File: src/rtl/if_fetch_ctrl_if.sv
// Instruction-memory request/acknowledge bus between the IF fetch controller
// (master) and the instruction memory (slave).
interface if_fetch_ctrl_if;
  logic        mem_req;
  logic [31:0] mem_addr;
  logic        mem_ack;
  logic [31:0] mem_rdata;

  modport master (
    output mem_req,
    output mem_addr,
    input  mem_ack,
    input  mem_rdata
  );

  modport slave (
    input  mem_req,
    input  mem_addr,
    output mem_ack,
    output mem_rdata
  );
endinterface

File: src/rtl/if_fetch_ctrl.sv
// IF-stage fetch sequencer: owns the PC, runs req/ack fetches with a wait-state
// watchdog, absorbs mid-flight branch redirects and feeds a one-entry buffer.
module if_fetch_ctrl #(
  parameter logic [31:0] RESET_PC = 32'd0,
  parameter int unsigned MAX_WAIT = 16,
  parameter int unsigned CNT_W    = 5
) (
  input  logic                  clk,
  input  logic                  rst,
  input  logic                  branch_taken,
  input  logic [31:0]           branch_addr,
  input  logic                  freeze,
  if_fetch_ctrl_if.master       mem,
  output logic                  inst_valid,
  output logic [31:0]           inst,
  output logic [31:0]           pc,
  output logic                  mem_err
);

  typedef enum logic [2:0] {
    S_IDLE,
    S_REQ,
    S_HOLD,
    S_DRAIN,
    S_ERR
  } state_t;

  localparam logic [CNT_W-1:0] WAIT_LIMIT = CNT_W'(MAX_WAIT);

  state_t           state;
  logic [31:0]      pc_reg;
  logic [31:0]      pend_pc;
  logic             mem_req_q;
  logic [CNT_W-1:0] wait_cnt;

  logic [31:0]      fetch_addr;
  logic [CNT_W-1:0] wait_inc;
  logic             timeout;

  // pc_reg addresses the outstanding request; a redirect arriving during an
  // unacked request parks its target in pend_pc so mem_addr stays stable.
  assign fetch_addr   = {pc_reg[31:2], 2'b00};
  assign mem.mem_addr = fetch_addr;
  assign mem.mem_req  = mem_req_q;

  assign wait_inc = wait_cnt + 1'b1;
  assign timeout  = (MAX_WAIT != 0) && mem_req_q && !mem.mem_ack &&
                    (wait_inc == WAIT_LIMIT);

  // NOTE: every register here is assigned with <= so all next-state values are
  // computed from the same pre-edge snapshot, regardless of statement order.
  always_ff @(posedge clk or negedge rst) begin
    if (!rst) begin
      state      <= S_IDLE;
      pc_reg     <= RESET_PC;
      pend_pc    <= 32'd0;
      mem_req_q  <= 1'b0;
      inst_valid <= 1'b0;
      inst       <= 32'd0;
      pc         <= 32'd0;
      mem_err    <= 1'b0;
      wait_cnt   <= '0;
    end else begin
      case (state)
        S_IDLE: begin
          if (branch_taken) pc_reg <= branch_addr;
          mem_req_q <= 1'b1;
          wait_cnt  <= '0;
          state     <= S_REQ;
        end

        S_REQ: begin
          if (timeout) begin
            mem_req_q <= 1'b0;
            mem_err   <= 1'b1;
            wait_cnt  <= '0;
            state     <= S_ERR;
          end else if (branch_taken) begin
            wait_cnt <= '0;
            if (mem.mem_ack) begin
              // Old fetch completes this edge; drop it and re-request at the target.
              pc_reg <= branch_addr;
            end else begin
              pend_pc <= branch_addr;
              state   <= S_DRAIN;
            end
          end else if (mem.mem_ack) begin
            inst       <= mem.mem_rdata;
            pc         <= fetch_addr + 32'd4;
            inst_valid <= 1'b1;
            pc_reg     <= pc_reg + 32'd4;
            mem_req_q  <= 1'b0;
            wait_cnt   <= '0;
            state      <= S_HOLD;
          end else begin
            wait_cnt <= wait_inc;
          end
        end

        S_HOLD: begin
          if (branch_taken) begin
            pc_reg     <= branch_addr;
            inst_valid <= 1'b0;
            mem_req_q  <= 1'b1;
            state      <= S_REQ;
          end else if (!freeze) begin
            inst_valid <= 1'b0;
            mem_req_q  <= 1'b1;
            state      <= S_REQ;
          end
        end

        S_DRAIN: begin
          if (timeout) begin
            mem_req_q <= 1'b0;
            mem_err   <= 1'b1;
            wait_cnt  <= '0;
            state     <= S_ERR;
          end else if (mem.mem_ack) begin
            pc_reg   <= branch_taken ? branch_addr : pend_pc;
            wait_cnt <= '0;
            state    <= S_REQ;
          end else begin
            if (branch_taken) pend_pc <= branch_addr;
            wait_cnt <= wait_inc;
          end
        end

        S_ERR: begin
          mem_req_q  <= 1'b0;
          inst_valid <= 1'b0;
          mem_err    <= 1'b1;
        end

        default: begin
          mem_req_q  <= 1'b0;
          inst_valid <= 1'b0;
          state      <= S_IDLE;
        end
      endcase
    end
  end

endmodule

File: src/flat_wrapper.sv
// flat-port wrapper written by rule: the top's interface ports become plain ports
module if_fetch_ctrl_flat 
#(
  parameter logic [31:0] RESET_PC = 32'd0,
  parameter int unsigned MAX_WAIT = 16,
  parameter int unsigned CNT_W    = 5
)
  (clk, rst, branch_taken, branch_addr, freeze, inst_valid, inst, pc, mem_err, mem_mem_req, mem_mem_addr, mem_mem_ack, mem_mem_rdata);
  if_fetch_ctrl_if mem_i ();
  input  logic clk;
  input  logic rst;
  input  logic branch_taken;
  input  logic [31:0] branch_addr;
  input  logic freeze;
  output logic inst_valid;
  output logic [31:0] inst;
  output logic [31:0] pc;
  output logic mem_err;
  output wire logic [$bits(mem_i.mem_req)-1:0] mem_mem_req;
  output wire logic [$bits(mem_i.mem_addr)-1:0] mem_mem_addr;
  input wire logic [$bits(mem_i.mem_ack)-1:0] mem_mem_ack;
  input wire logic [$bits(mem_i.mem_rdata)-1:0] mem_mem_rdata;
  assign mem_mem_req = mem_i.mem_req;
  assign mem_mem_addr = mem_i.mem_addr;
  assign mem_i.mem_ack = mem_mem_ack;
  assign mem_i.mem_rdata = mem_mem_rdata;
  if_fetch_ctrl #(.RESET_PC(RESET_PC), .MAX_WAIT(MAX_WAIT), .CNT_W(CNT_W)) u_core (.clk(clk), .rst(rst), .branch_taken(branch_taken), .branch_addr(branch_addr), .freeze(freeze), .mem(mem_i), .inst_valid(inst_valid), .inst(inst), .pc(pc), .mem_err(mem_err));
endmodule
File: config.mk
export PLATFORM = sky130hd
export DESIGN_NAME = if_fetch_ctrl_flat
export DESIGN_NICKNAME = d
export VERILOG_FILES = /design/src/rtl/if_fetch_ctrl_if.sv /design/src/rtl/if_fetch_ctrl.sv /design/src/flat_wrapper.sv
export SDC_FILE = /design/constraint.sdc
export NUM_CORES = 1
export LEC_CHECK = 0
export ABC_AREA = 1
export ABC_CLOCK_PERIOD_IN_PS = 4700
export CORE_MARGIN = 2
export CORE_UTILIZATION = 25
export CTS_BUF_LIST = sky130_fd_sc_hd__clkbuf_2
export DETAILED_ROUTE_END_ITERATION = 8
export MAX_ROUTING_LAYER = met4
export PLACE_DENSITY_LB_ADDON = 0.3
export SYNTH_ARGS = -nofsm -noshare
export SYNTH_HDL_FRONTEND = slang
export SYNTH_SLANG_ARGS = --single-unit
export TNS_END_PERCENT = 50
File: constraint.sdc
create_clock -name clk -period 4.7 [get_ports clk]
set_input_delay 0.94 -clock clk [delete_from_list [all_inputs] [get_ports clk]]
set_output_delay 0.94 -clock clk [all_outputs]
set_load 0.03 [all_outputs]
==> reports/metrics.cfg <==
[clock_network]
ctsRootBufferMaster = clkbuf_2
cts_sinks = 133
path_clk_slew_ns = 0.21
cts.htree.levels = 4
tritoncts = built
cts_buffer_depth = 2
insertion_delay_ns = 0.73
cts_setup_buffers = 0
holdBufCountCts = 0
post_cts_resized = 0
cts_made_buffers = 17

[floorplan]
coreArea_um2 = 29600
die_width_um = 177
dieArea_um2 = 31400
rows = 63
die_h_um = 177
start_util_pct = 25.3
ios = 168

[timing]
skew_ns = 0.0355
tightest_slew_ns = 1.20
setup_tns_ns = 0
period_minus_slack_ns = 3.02
rsz0062_at_grt = false
slew_viol_final = 0
slew_headroom_pct = 19.7
setup_viol = 0
clock.fmax_mhz = 331
fin_crit_sh_pct = 64.3
hold_violations = 0

[placement]
dp_hpwl_um = 17400
port_buffers = 161
place_congestion = 0.879

[detailed_routing]
via_per_inst = 4.43
routed_wl_um = 24300
post-route-drc-count = 0
dr.pass1.iters = 7
ant_nets = 0
via_count = 7260
drtIter0Drc = 515
wire_per_inst_um = 14.8

[pwr]
p_total_mw = 6.33
pwr_density_cell_nw_per_um2 = 657
swShare_pct = 50.8
clock_power_share_pct = 10.2
comb_power_share_pct = 55.7
p_switching_mw = 3.22
seqPwrFrac_pct = 34.2
p_int_mw = 3.12
peakVddDrop_uv = 205
cellLeakagePower_nw = 4.73

[critical_path]
crit_family = buffers and inverters
critical_path.slowest_cell = clkdlybuf4s50_1
worst-path-buf-inv = 1
setup.worst_path.class = flip-flop to output port
cp.arrival_ns = 2.08
r2r-end = u_core.pc_reg[12]
required_ns = 3.76
regToRegStartpoint = u_core.state[2]
cp-end-kind = output port
worstPathMaxFanout = 8
worstPathCellList = clkdlybuf4s50_1
rrSetupSlack_ns = 1.78
r2r.worst_path.cells = 8
start_kind = flip-flop
cp_slowest_stage_delay_ns = 0.75

[grt]
gr-total-overflow = 0
grt_pass1_wl_um = 37700
grt_usage_pct = 16.1
antenna_found_initial = 4
grt_pass1_vias = 6709
grt_max_degree = 81

[yosys]
yosys_most_used_dff = dfrtp_1
synth_edf_count = 0
ys_types = 36
synthCells = 1090
ys_warn_count = 0
synth-async-reset-ratio_pct = 100
ys_ff_latch = 133
avgSynthCellArea_um2 = 6.89
syn_area_um2 = 7500
yosysSeqAreaShare_pct = 44.3

[flow_run]
maxCapViolations = 0

[final_layout]
area_delta_synth_final_pct = 28.5
multiInputGateArea_um2 = 3590
finalNetCount = 1304
largest_reg_flops = 60
seqCellArea_um2 = 3330
layout-drive-gt1-share_pct = 5.54
nFillCells = 3260

[outcome]
status = finished clean

[min_path]
hp-class = input pin to asynchronous set/reset pin

==> per-layer routing <==
metal,global-route usage (%),share of wire [%]
met4,4.85,1.7
met2,23.9,45
met1,21.9,47
met3,3.48,5.8
met5,-,0
==> synth_stat cells, types with 6 or more instances <==
master | n | area [µm²]
nand2_1 | 501 | 1880
dfrtp_1 | 133 | 3330
inv_1 | 88 | 330
nor2_1 | 87 | 327
o21ai_0 | 79 | 395
o21ai_1 | 35 | 175
a21oi_1 | 29 | 145
buf_2 | 29 | 145
nand3_1 | 21 | 105
xor2_1 | 13 | 114
clkbuf_1 | 11 | 41.3
nor2_4 | 7 | 78.8
nand2_2 | 6 | 37.5
nand4_1 | 6 | 37.5
nor2_2 | 6 | 37.5
==> through the flow <==
| stage | setup slack (ns) | cells | area (µm²) | util (%) | hold slack [ns] |
|---|---|---|---|---|---|
| 2_1_floorplan | 2.72 | 1093 | 7520 | - | 0.453 |
| 3_3_place_gp | 1.43 | 1603 | 9430 | 31.8 | 0.453 |
| 3_5_place_dp | 1.46 | 1603 | 9430 | 31.8 | 0.458 |
| 4_1_cts | 1.56 | 1635 | 9630 | 32.5 | 0.186 |
| 5_1_grt | 1.51 | 1639 | 9640 | 32.5 | 0.216 |
| 6_report | 1.68 | 1639 | 9640 | 32.5 | 0.230 |
==> final cells by class <==
cell class / count / share of cell area [%]
Multi-Input combinational cell: 818 / 37.2
Sequential cell: 133 / 34.5
Timing Repair Buffer: 170 / 17.4
Tap cell: 390 / 5.06
Inverter: 92 / 3.58
Clock inverter: 14 / 1.17
Clock buffer: 18 / 0.934
Antenna cell: 4 / 0.104
==> cells in the final DEF (no fill, tap or decap), drive strengths merged, types with 4 or more instances in the layout <==
cell type and n:
clkdlybuf4s50 160, nand2 508, nor2 101, o21ai 114, clkinvlp 4, xnor2 4
xor2 13, inv 92, dfrtp 133, a21oi 29, nand3 24, clkbuf 18
conb 4, clkinv 9, diode 4, buf 10, nand4 6
==> power groups by stage <==
| stage | clock network, mW | logic [mW] | registers, mW |
|---|---|---|---|
| 6_report | 0.644 | 3.53 | 2.16 |
| 5_1_grt | 0.718 | 3.88 | 2.24 |
| 3_3_place_gp | 0 | 3.52 | 2.18 |
| 4_1_cts | 0.679 | 3.55 | 2.16 |
| 3_5_place_dp | 0 | 3.54 | 2.19 |
| 2_1_floorplan | 0 | 1.47 | 2.82 |
==> logic make-up (layout without fill, tap and decap cells) <==
family	Yosys count	in the layout	synth area share [%]
mux	1	1	0.133
fa+ha+maj	3	3	0.500
xor+xnor	17	17	1.98
flops	133	133	44.3
other cells	1	8	0.0500
simple gates	643	643	34.7
compound gates	150	150	10.3
buf+inv	142	294	8.04
==> worst max-delay path by stage <==
stage / startpoint / to / slack, ns / cells after the start
after detailed placement: branch_taken / u_core.pc_reg[12] / 1.46 / 7
after global placement: mem_mem_ack / u_core.pc_reg[12] / 1.43 / 7
after floorplan: branch_taken / u_core.pc_reg[26] / 2.72 / 8
final: u_core.pc_reg[2] / mem_mem_addr[2] / 1.68 / 1
after CTS: u_core.pc_reg[2] / mem_mem_addr[2] / 1.56 / 1
after global routing: u_core.state[2] / u_core.pc_reg[12] / 1.51 / 8
==> worst register-to-register path: stages, from the launching register on <==
cell and delay [ns]:
dfrtp_1 0.48, nor2_1 0.43, inv_1 0.08, buf_4 0.27, o21ai_2 0.15, buf_4 0.36, inv_1 0.62, nor2_1 0.28
a22oi_1 0.08
Power figures use the tool's default switching activity.
